--- src/rtl/serial_pkg.sv ---
// Shared definitions for the serial transmit/receive register family:
// FSM state encoding, default word width and the even-parity helper.
package serial_pkg;

  typedef enum logic [1:0] {
    ST_IDLE   = 2'd0,
    ST_SHIFT  = 2'd1,
    ST_PARITY = 2'd2
  } state_t;

  localparam int SERIAL_WIDTH_DEF = 8;

  // Words narrower than 32 bits are zero-extended, which leaves the XOR unchanged.
  function automatic logic even_parity(input logic [31:0] word);
    return ^word;
  endfunction

endpackage

--- src/rtl/serial_tx_shifter.sv ---
// Parallel-in, serial-out shifter with valid/ready load and back-to-back words.
// Optional trailing even-parity bit when SERIAL_TX_PARITY_EN is defined.
module serial_tx_shifter
  import serial_pkg::*;
#(
  parameter int WIDTH     = SERIAL_WIDTH_DEF,
  parameter bit MSB_FIRST = 1'b0
) (
  input  logic             clk,
  input  logic             rst_n,
  input  logic             load_valid,
  output logic             load_ready,
  input  logic [WIDTH-1:0] data_in,
  output logic             ser_out,
  output logic             ser_valid,
  output logic             busy,
  output logic             done,
  output logic [1:0]       state_dbg
);

  localparam int             CW       = $clog2(WIDTH);
  localparam logic [CW-1:0]  LAST     = CW'(WIDTH - 1);
  localparam logic [1:0]     S_IDLE   = ST_IDLE;
  localparam logic [1:0]     S_SHIFT  = ST_SHIFT;
`ifdef SERIAL_TX_PARITY_EN
  localparam logic [1:0]     S_PARITY = ST_PARITY;
`endif

  // Load handshake: a word moves from producer to shifter on the clk edge
  // where load_valid && load_ready; load_ready depends only on state/counter.
  logic [1:0]       state, state_n;
  logic [CW-1:0]    cnt, cnt_n;
  logic [WIDTH-1:0] shreg, shreg_n;
  logic             ser_out_n;
  logic             done_n;
  logic             fire;
`ifdef SERIAL_TX_PARITY_EN
  logic             par, par_n;
`endif

  function automatic logic head_bit(input logic [WIDTH-1:0] w);
    return MSB_FIRST ? w[WIDTH-1] : w[0];
  endfunction

  always_comb begin
    load_ready = 1'b0;
    case (state)
      S_IDLE:   load_ready = 1'b1;
`ifdef SERIAL_TX_PARITY_EN
      S_SHIFT:  load_ready = 1'b0;
      S_PARITY: load_ready = 1'b1;
`else
      S_SHIFT:  load_ready = (cnt == LAST);
`endif
      default:  load_ready = 1'b0;
    endcase
  end

  assign fire      = load_valid && load_ready;
  assign state_dbg = state;

  // Non-load transitions first; an accepted load then overrides them, since
  // every state that raises load_ready reloads straight into SHIFT.
  always_comb begin
    state_n = state;
    cnt_n   = cnt;
    shreg_n = shreg;
`ifdef SERIAL_TX_PARITY_EN
    par_n   = par;
`endif
    case (state)
      S_IDLE: state_n = S_IDLE;
      S_SHIFT: begin
        if (cnt == LAST) begin
`ifdef SERIAL_TX_PARITY_EN
          state_n = S_PARITY;
`else
          state_n = S_IDLE;
`endif
        end else begin
          cnt_n   = cnt + 1'b1;
          shreg_n = MSB_FIRST ? {shreg[WIDTH-2:0], 1'b0} : {1'b0, shreg[WIDTH-1:1]};
        end
      end
`ifdef SERIAL_TX_PARITY_EN
      S_PARITY: state_n = S_IDLE;
`endif
      default: state_n = S_IDLE;
    endcase

    if (fire) begin
      state_n = S_SHIFT;
      cnt_n   = '0;
      shreg_n = data_in;
`ifdef SERIAL_TX_PARITY_EN
      par_n   = even_parity(32'(data_in));
`endif
    end
  end

  // Outputs are registered from next-state values so they line up with state.
  always_comb begin
    ser_out_n = 1'b0;
    done_n    = 1'b0;
    if (state_n == S_SHIFT) begin
      ser_out_n = head_bit(shreg_n);
`ifndef SERIAL_TX_PARITY_EN
      done_n    = (cnt_n == LAST);
`endif
    end
`ifdef SERIAL_TX_PARITY_EN
    if (state_n == S_PARITY) begin
      ser_out_n = par_n;
      done_n    = 1'b1;
    end
`endif
  end

  always_ff @(posedge clk or negedge rst_n) begin
    if (!rst_n) begin
      state     <= S_IDLE;
      cnt       <= '0;
      shreg     <= '0;
      ser_out   <= 1'b0;
      ser_valid <= 1'b0;
      busy      <= 1'b0;
      done      <= 1'b0;
    end else begin
      state     <= state_n;
      cnt       <= cnt_n;
      shreg     <= shreg_n;
      ser_out   <= ser_out_n;
      ser_valid <= (state_n != S_IDLE);
      busy      <= (state_n != S_IDLE);
      done      <= done_n;
    end
  end

`ifdef SERIAL_TX_PARITY_EN
  always_ff @(posedge clk or negedge rst_n) begin
    if (!rst_n) par <= 1'b0;
    else        par <= par_n;
  end
`endif

endmodule

--- config.mk ---
export PLATFORM = sky130hd
export DESIGN_NAME = serial_tx_shifter
export DESIGN_NICKNAME = d
export VERILOG_FILES = /design/src/rtl/serial_pkg.sv /design/src/rtl/serial_tx_shifter.sv
export SDC_FILE = /design/constraint.sdc
export NUM_CORES = 1
export LEC_CHECK = 0
export CAP_MARGIN = 40
export CORE_MARGIN = 2
export CORE_UTILIZATION = 35
export CTS_CLUSTER_DIAMETER = 200
export DETAILED_ROUTE_END_ITERATION = 10
export HOLD_SLACK_MARGIN = 0.03
export PLACE_DENSITY_LB_ADDON = 0.2
export SLEW_MARGIN = 15
export SYNTH_ARGS = -nofsm -noshare
export SYNTH_HDL_FRONTEND = slang
export SYNTH_SLANG_ARGS = --single-unit
--- constraint.sdc ---
create_clock -name clk -period 1.8 [get_ports clk]
set_clock_uncertainty 0.15 [all_clocks]
set_input_delay 0.45 -clock clk [delete_from_list [all_inputs] [get_ports clk]]
set_output_delay 0.45 -clock clk [all_outputs]
set_load 0.1 [all_outputs]
==> results.py, run 1 <==
metrics = {
    "detailed_routing": {
        "drt_pass1_iterations": 4,
        "ant_nets": 0,
        "routed_wl_mm": 1.613,
        "drcViolationCount": 0,
        "wl_per_cell_um": 13.01,
        "via_count": 636,
        "drt-initial-drc-count": 13,
        "viasPerCell": 5.129,
    },
    "die": {
        "start_util": 0.3787,
        "dieArea_um2": 2555,
        "fp.coreArea_um2": 2002,
        "io_pins": 18,
        "rows": 16,
        "die_width_um": 50.55,
        "die_y_um": 50.55,
    },
    "clock_tree": {
        "clockRootBuffer": "clkbuf_4",
        "cts_tree": "yes",
        "h-tree-depth": 1,
        "clk_pin_slew_ps": 100,
        "clk_path_buf_depth": 2,
        "clock-sinks": 15,
        "clkLatencyLatePin_ps": 280,
        "numCtsBuffers": 3,
    },
    "layout": {
        "antennaDiodeCount": 0,
        "nNetsFinal": 110,
        "drive_gt1_frac": 0.2784,
        "fill_cells": 187,
        "syn2layout_area_growth_pct": 41.75,
        "multi_input_area_um2": 331.6,
        "seq_area_um2": 381.6,
    },
    "timing": {
        "rsz0062_at_grt": "yes",
        "fin_ws_ps": -62.40,
        "max_freq_mhz": 536.9,
        "setup_viol": 1,
        "drv_slew": 0,
        "final_hold_viol_count": 0,
        "fin_crit_ps": 1862,
        "finalCritPeriodShare": 1.035,
        "holdWs_ps": 316.5,
    },
    "yosys": {
        "synthArstFlopShare": 1.000,
        "syn_area_um2": 758.2,
        "synthMuxAreaShare": 0.01320,
        "synth_area_leader_cell": "dfrtp_1",
        "syn-num-nets": 89,
        "ys.flop_type": "dfrtp_1",
        "ys_types": 25,
        "synthTopCellsByArea": "dfrtp_1 50%, o21ai_0 5.9%, nand3_1 5.3%",
        "synth_top_area_share": 0.4950,
        "yosysWarnings": 0,
        "synth-adder-area-share": 0.01650,
        "synth-edff-count": 0,
        "synth_compound_area_frac": 0.2030,
        "synth_top_family_by_area": "compound AO/OA/AOI/OAI gates",
        "yosysSeqAreaShare": 0.4950,
        "synth_common_cells": "15 x dfrtp_1, 9 x o21ai_0, 8 x nand3_1",
        "syn_avg_cell_area_um2": 9.847,
        "synthXorXnorAreaFrac": 0,
        "synthSimpleGateAreaFrac": 0.1733,
        "synth_cells": 77,
        "synth.most_common_cell": "dfrtp_1",
        "ys_ff_latch": 15,
    },
    "hold_path": {
        "min_path_type": "in2async",
    },
    "grt": {
        "use_met3": 0.03571,
        "grt_max_degree": 18,
        "antenna_found_initial": 0,
        "grt_pass1_vias": 648,
        "gr-usage-met1": 0.2041,
        "busiest_layer": "met2",
        "grt_usage": 0.1478,
        "grt-ovfl-total": 0,
        "use_met2": 0.2127,
        "grt_pass1_wl_mm": 2.863,
    },
    "worst_setup_path": {
        "worstPathMaxFanout": 2,
        "critPathRequiredTime_ps": 1200,
        "start_kind": "flip-flop",
        "end_kind": "primary output",
        "crit_type": "reg2out",
        "arrival_ps": 1260,
    },
    "outcome": {
        "violations": "setup timing",
        "status": "complete, but fails checks",
    },
    "placed_design": {
        "detailed_place_hpwl_mm": 1.092,
        "pre_cts_slack_ps": 115.5,
        "io_buffer_count": 17,
        "place_congestion": 0.7683,
    },
    "power": {
        "power_density_nw_per_um2": 1067,
        "p_leak_nw": 0.4490,
        "vdd_drop_max_mv": 0.4335,
    },
    "flow_run": {
        "maxCapViolCount": 0,
    },
}
-- registers in the layout, summed over array words and instances (netlist names) --
register,count
shreg,7
done,1
state_dbg,2
cnt,3
ser_out,1
busy,1
-- power breakdown --
group          internal [mW]  total, mW  switching (mW)
registers              0.421      0.499          0.0778
logic                  0.194      0.455           0.261
clock network         0.0824      0.193           0.111
total                  0.697       1.15           0.450
-- what timing repair did --
| item | in CTS | in global routing |
|---|---|---|
| pin swaps | 3 | 1 |
| setup buffers | 2 | 0 |
| gates resized for setup | 2 | 0 |
| hold buffers | 0 | 0 |
| setup endpoints to repair | 1 | 1 |
-- logic make-up after synthesis --
| logic type | Yosys count |
|---|---|
| flops | 15 |
| compound gates | 24 |
| other cells | 1 |
| mux | 1 |
| simple gates | 24 |
| fa+ha+maj | 1 |
| buf+inv | 11 |
-- placed cells by master (no fill, tap or decap), drive strengths merged, types with 2 or more instances in the layout --
| cell | instances |
|---|---|
| a21oi | 3 |
| clkdlybuf4s50 | 10 |
| inv | 4 |
| nand3 | 10 |
| dfrtp | 15 |
| nor3 | 6 |
| nand2 | 2 |
| nor2 | 2 |
| o21ai | 13 |
| a31oi | 6 |
| buf | 13 |
| clkbuf | 3 |
-- metrics by stage --
step / setup TNS, ps / power (mW) / instances / instance area, um2 / util
floorplan: -262.1 / 0.7863 / 77 / 772.0 / -
global placement: 0 / 0.9215 / 118 / 1020 / 0.5094
detailed placement: 0 / 0.9277 / 118 / 1020 / 0.5094
CTS: -79.45 / 1.146 / 124 / 1075 / 0.5369
global route: -134.4 / 1.226 / 124 / 1075 / 0.5369
finish: -62.40 / 1.147 / 124 / 1075 / 0.5369
-- metal layers --
layer	share of wire	wire length, um
met5	0	0
met4	0.0087	14
met3	0.052	84
met1	0.47	754
met2	0.47	760
-- critical path: stages (launching register included) --
cell      delay, ps
dfrtp_1         420
ha_4            180
a21boi_4        160
nor2_4           50
buf_12          170
-- cell type report --
type	count	share of cell area
clock buffers	3	0.02095
clock inverters	1	0.004657
inverters	4	0.01397
multi-input cells	51	0.3085
flip-flops and latches	15	0.3551
well taps	27	0.03143
repair buffers	23	0.2654
-- path summary, 6_finish.rpt --
kind	from	end	slack, ps	cells past startpoint
setup / recovery	cnt[0]	load_ready	-60	4
hold / removal	rst_n	shreg[7]	320	2
setup reg to reg	cnt[0]	shreg[2]	150	6
hold reg to reg	shreg[1]	ser_out	370	2
max in group asynchronous	rst_n	state_dbg[0]	970	2
min in group clk	shreg[1]	ser_out	370	2
Note: power is estimated with default switching activity, not from simulation.
==> run 2, diff against run 1 <==
--- a/config.mk
+++ b/config.mk
@@ -5,6 +5,7 @@
 export SDC_FILE = /design/constraint.sdc
 export NUM_CORES = 1
 export LEC_CHECK = 0
+export ABC_AREA = 1
 export CAP_MARGIN = 40
 export CORE_MARGIN = 2
 export CORE_UTILIZATION = 35
==> results.py, run 2 <==
metrics = {
    "outcome": {
        "status": "complete, but fails checks",
        "violations": "setup timing",
    },
    "layout": {
        "fill_cells": 171,
        "antennaDiodeCount": 0,
        "top_register": "shreg",
        "drive_gt1_frac": 0.3119,
        "nNetsFinal": 122,
        "stdcell_count": 136,
        "mostFrequentLayoutCell": "nand2_1",
        "final_cell_mix": "29 x nand2_1, 13 x dfrtp_1, 10 x clkdlybuf4s50_1",
        "syn2layout_area_growth_pct": 47.58,
        "largest_reg_flops": 8,
        "stdcell_area_um2": 1106,
    },
    "placed_design": {
        "place_area_um2": 1052,
        "numPlacedInstances": 130,
        "io_buffer_count": 17,
        "pre_cts_slack_ps": 14.15,
        "place_congestion": 0.7673,
        "detailed_place_hpwl_mm": 1.098,
    },
    "die": {
        "fp.coreArea_um2": 1982,
        "start_util": 0.3782,
        "die_y_um": 50.28,
        "die_width_um": 50.28,
        "io_pins": 18,
        "dieArea_um2": 2528,
        "rows": 16,
    },
    "grt": {
        "grt_usage": 0.1405,
        "busiest_layer": "met2",
        "use_met2": 0.2303,
        "use_met3": 0.02976,
        "grt_max_degree": 18,
        "gr-usage-met1": 0.1797,
        "grt_pass1_vias": 613,
        "grt-ovfl-total": 0,
        "antenna_found_initial": 0,
        "grt_pass1_wl_mm": 2.656,
    },
    "worst_setup_path": {
        "crit_cells": 4,
        "r2r_start": "cnt[1]",
        "ff2ff_path_depth": 9,
        "arrival_ps": 1270,
        "crit_slowest_cell": "dfrtp_1",
        "start_kind": "flip-flop",
        "startpoint": "cnt[1]",
        "critPathRequiredTime_ps": 1200,
        "crit_chain": "ha_2 > nand2_2 > a21oi_4 > buf_12",
        "cp_top_family": "flip-flops",
        "path_buf_inv": 1,
        "rrSetupSlack_ps": 170,
        "cp-endpoint": "load_ready",
        "rr_endpoint": "shreg[2]",
        "crit_type": "reg2out",
        "crit_path_max_incr_delay_ps": 360,
        "end_kind": "primary output",
        "worstPathMaxFanout": 2,
    },
    "timing": {
        "rsz0062_at_grt": "yes",
        "setup_viol": 1,
        "max_freq_mhz": 535.4,
        "finalCritPeriodShare": 1.038,
        "drv_slew": 0,
        "fin_crit_ps": 1868,
        "final_hold_viol_count": 0,
        "fin_ws_ps": -67.66,
    },
    "yosys": {
        "synth_area_leader_cell": "dfrtp_1",
        "yosysWarnings": 0,
        "synth_compound_area_frac": 0.07679,
        "synth-edff-count": 0,
        "synth_common_cells": "29 x nand2_1, 16 x dfrtp_1, 7 x o21ai_1",
        "syn_area_um2": 749.5,
        "yosysSeqAreaShare": 0.5342,
        "synth-adder-area-share": 0.01669,
        "ys.flop_type": "dfrtp_1",
        "synth.most_common_cell": "nand2_1",
        "synthArstFlopShare": 1.000,
        "synthXorXnorAreaFrac": 0.01169,
        "syn-num-nets": 96,
        "synthTopCellsByArea": "dfrtp_1 53%, nand2_1 15%, o21ai_1 4.7%",
        "synth_cells": 84,
        "synthMuxAreaShare": 0,
        "syn_avg_cell_area_um2": 8.922,
        "synthSimpleGateAreaFrac": 0.2855,
        "synth_top_family_by_area": "simple AND/OR/NAND/NOR gates",
        "ys_ff_latch": 16,
        "synth_top_area_share": 0.5342,
        "ys_types": 21,
    },
    "clock_tree": {
        "cts_tree": "yes",
        "cts_hold_buf": 0,
        "h-tree-depth": 1,
        "clk_path_buf_depth": 2,
        "clockRootBuffer": "clkbuf_4",
        "clk_pin_slew_ps": 100,
        "clkLatencyLatePin_ps": 280,
        "clock-sinks": 16,
        "numCtsBuffers": 3,
    },
    "power": {
        "combPwrFrac": 0.360,
        "seq_power_share": 0.433,
        "vdd_drop_max_mv": 0.4711,
        "p_sw_uw": 407.5,
        "p_leak_nw": 0.5515,
        "power_density_nw_per_um2": 1032,
        "p_sw_frac": 0.3570,
        "pwr-share-clk": 0.207,
        "intPower_uw": 734.1,
    },
    "flow_run": {
        "maxCapViolCount": 0,
    },
    "detailed_routing": {
        "drcViolationCount": 0,
        "ant_nets": 0,
        "viasPerCell": 4.471,
        "drt_pass1_iterations": 4,
        "drt-initial-drc-count": 12,
        "wl_per_cell_um": 10.75,
        "routed_wl_mm": 1.462,
        "via_count": 608,
    },
    "hold_path": {
        "min_path_type": "in2async",
    },
}
[run 2: changes by cell type in the layout (fill, tap and decap cells not counted), moves of 2 or more]
cell | before | now
nand2_1 | 2 | 29
inv_1 | 4 | 6
o21ai_1 | 3 | 7
o21ai_0 | 9 | 1
nor3_1 | 6 | 0
nand3_1 | 8 | 3
inv_2 | 0 | 3
nand2_2 | 0 | 5
a31oi_1 | 6 | 0
[run 2: logic make-up (layout without fill, tap and decap cells)]
kind of cell	Yosys count	count (layout)
simple gates	43	43
flops	16	16
compound gates	11	11
buf+inv	11	36
fa+ha+maj	1	1
other cells	1	1
xor+xnor	1	1
[run 2: area by class of cell]
class                      instances  area, um2  area share
tap                               27      33.78     0.03054
inverter                           9      33.78     0.03054
multi-input combinational         57      310.3      0.2805
sequential                        16      406.6      0.3676
timing repair buffer              23      285.3      0.2579
clock buffer                       4      36.28     0.03281
[run 2: stage by stage]
stage / TNS [ps] / hold WS (ps) / power [mW] / util
2_1_floorplan: -136.8 / 4.409 / 0.7433 / -
3_3_place_gp: 0 / 314.6 / 0.8946 / 0.5309
3_5_place_dp: 0 / 320.1 / 0.8984 / 0.5309
4_1_cts: -85.84 / 328.7 / 1.150 / 0.5581
5_1_grt: -131.3 / 347.9 / 1.219 / 0.5581
6_report: -67.66 / 324.3 / 1.142 / 0.5581
[run 2: worst min-delay path by stage]
stage / from / to / cells after the start
after floorplan: rst_n / busy / 0
after global placement: shreg[5] / shreg[5] / 2
after detailed placement: shreg[5] / shreg[5] / 2
after CTS: rst_n / done / 2
after global routing: rst_n / done / 2
final: rst_n / cnt[1] / 2
[run 2: what timing repair did]
item / in CTS / in global routing
resized for setup: 1 / 0
cloned: 0 / 0
endpoints found under the setup margin: 1 / 1
pin swaps: 2 / 0
setup buffers: 2 / 0
[run 2: power by group through the flow]
stage,Clock [mW],Sequential [mW],Combinational [mW]
6_report,0.236,0.494,0.411
3_3_place_gp,0,0.501,0.394
3_5_place_dp,0,0.500,0.398
4_1_cts,0.243,0.494,0.413
5_1_grt,0.262,0.503,0.453
2_1_floorplan,0,0.560,0.183
[run 2: per-layer routing]
| metal | vias up | wire length, um |
|---|---|---|
| met4 | 0 | 10 |
| met3 | 2 | 54 |
| met1 | 282 | 705 |
| met5 | - | 0 |
| li1 | 312 | - |
| met2 | 12 | 692 |
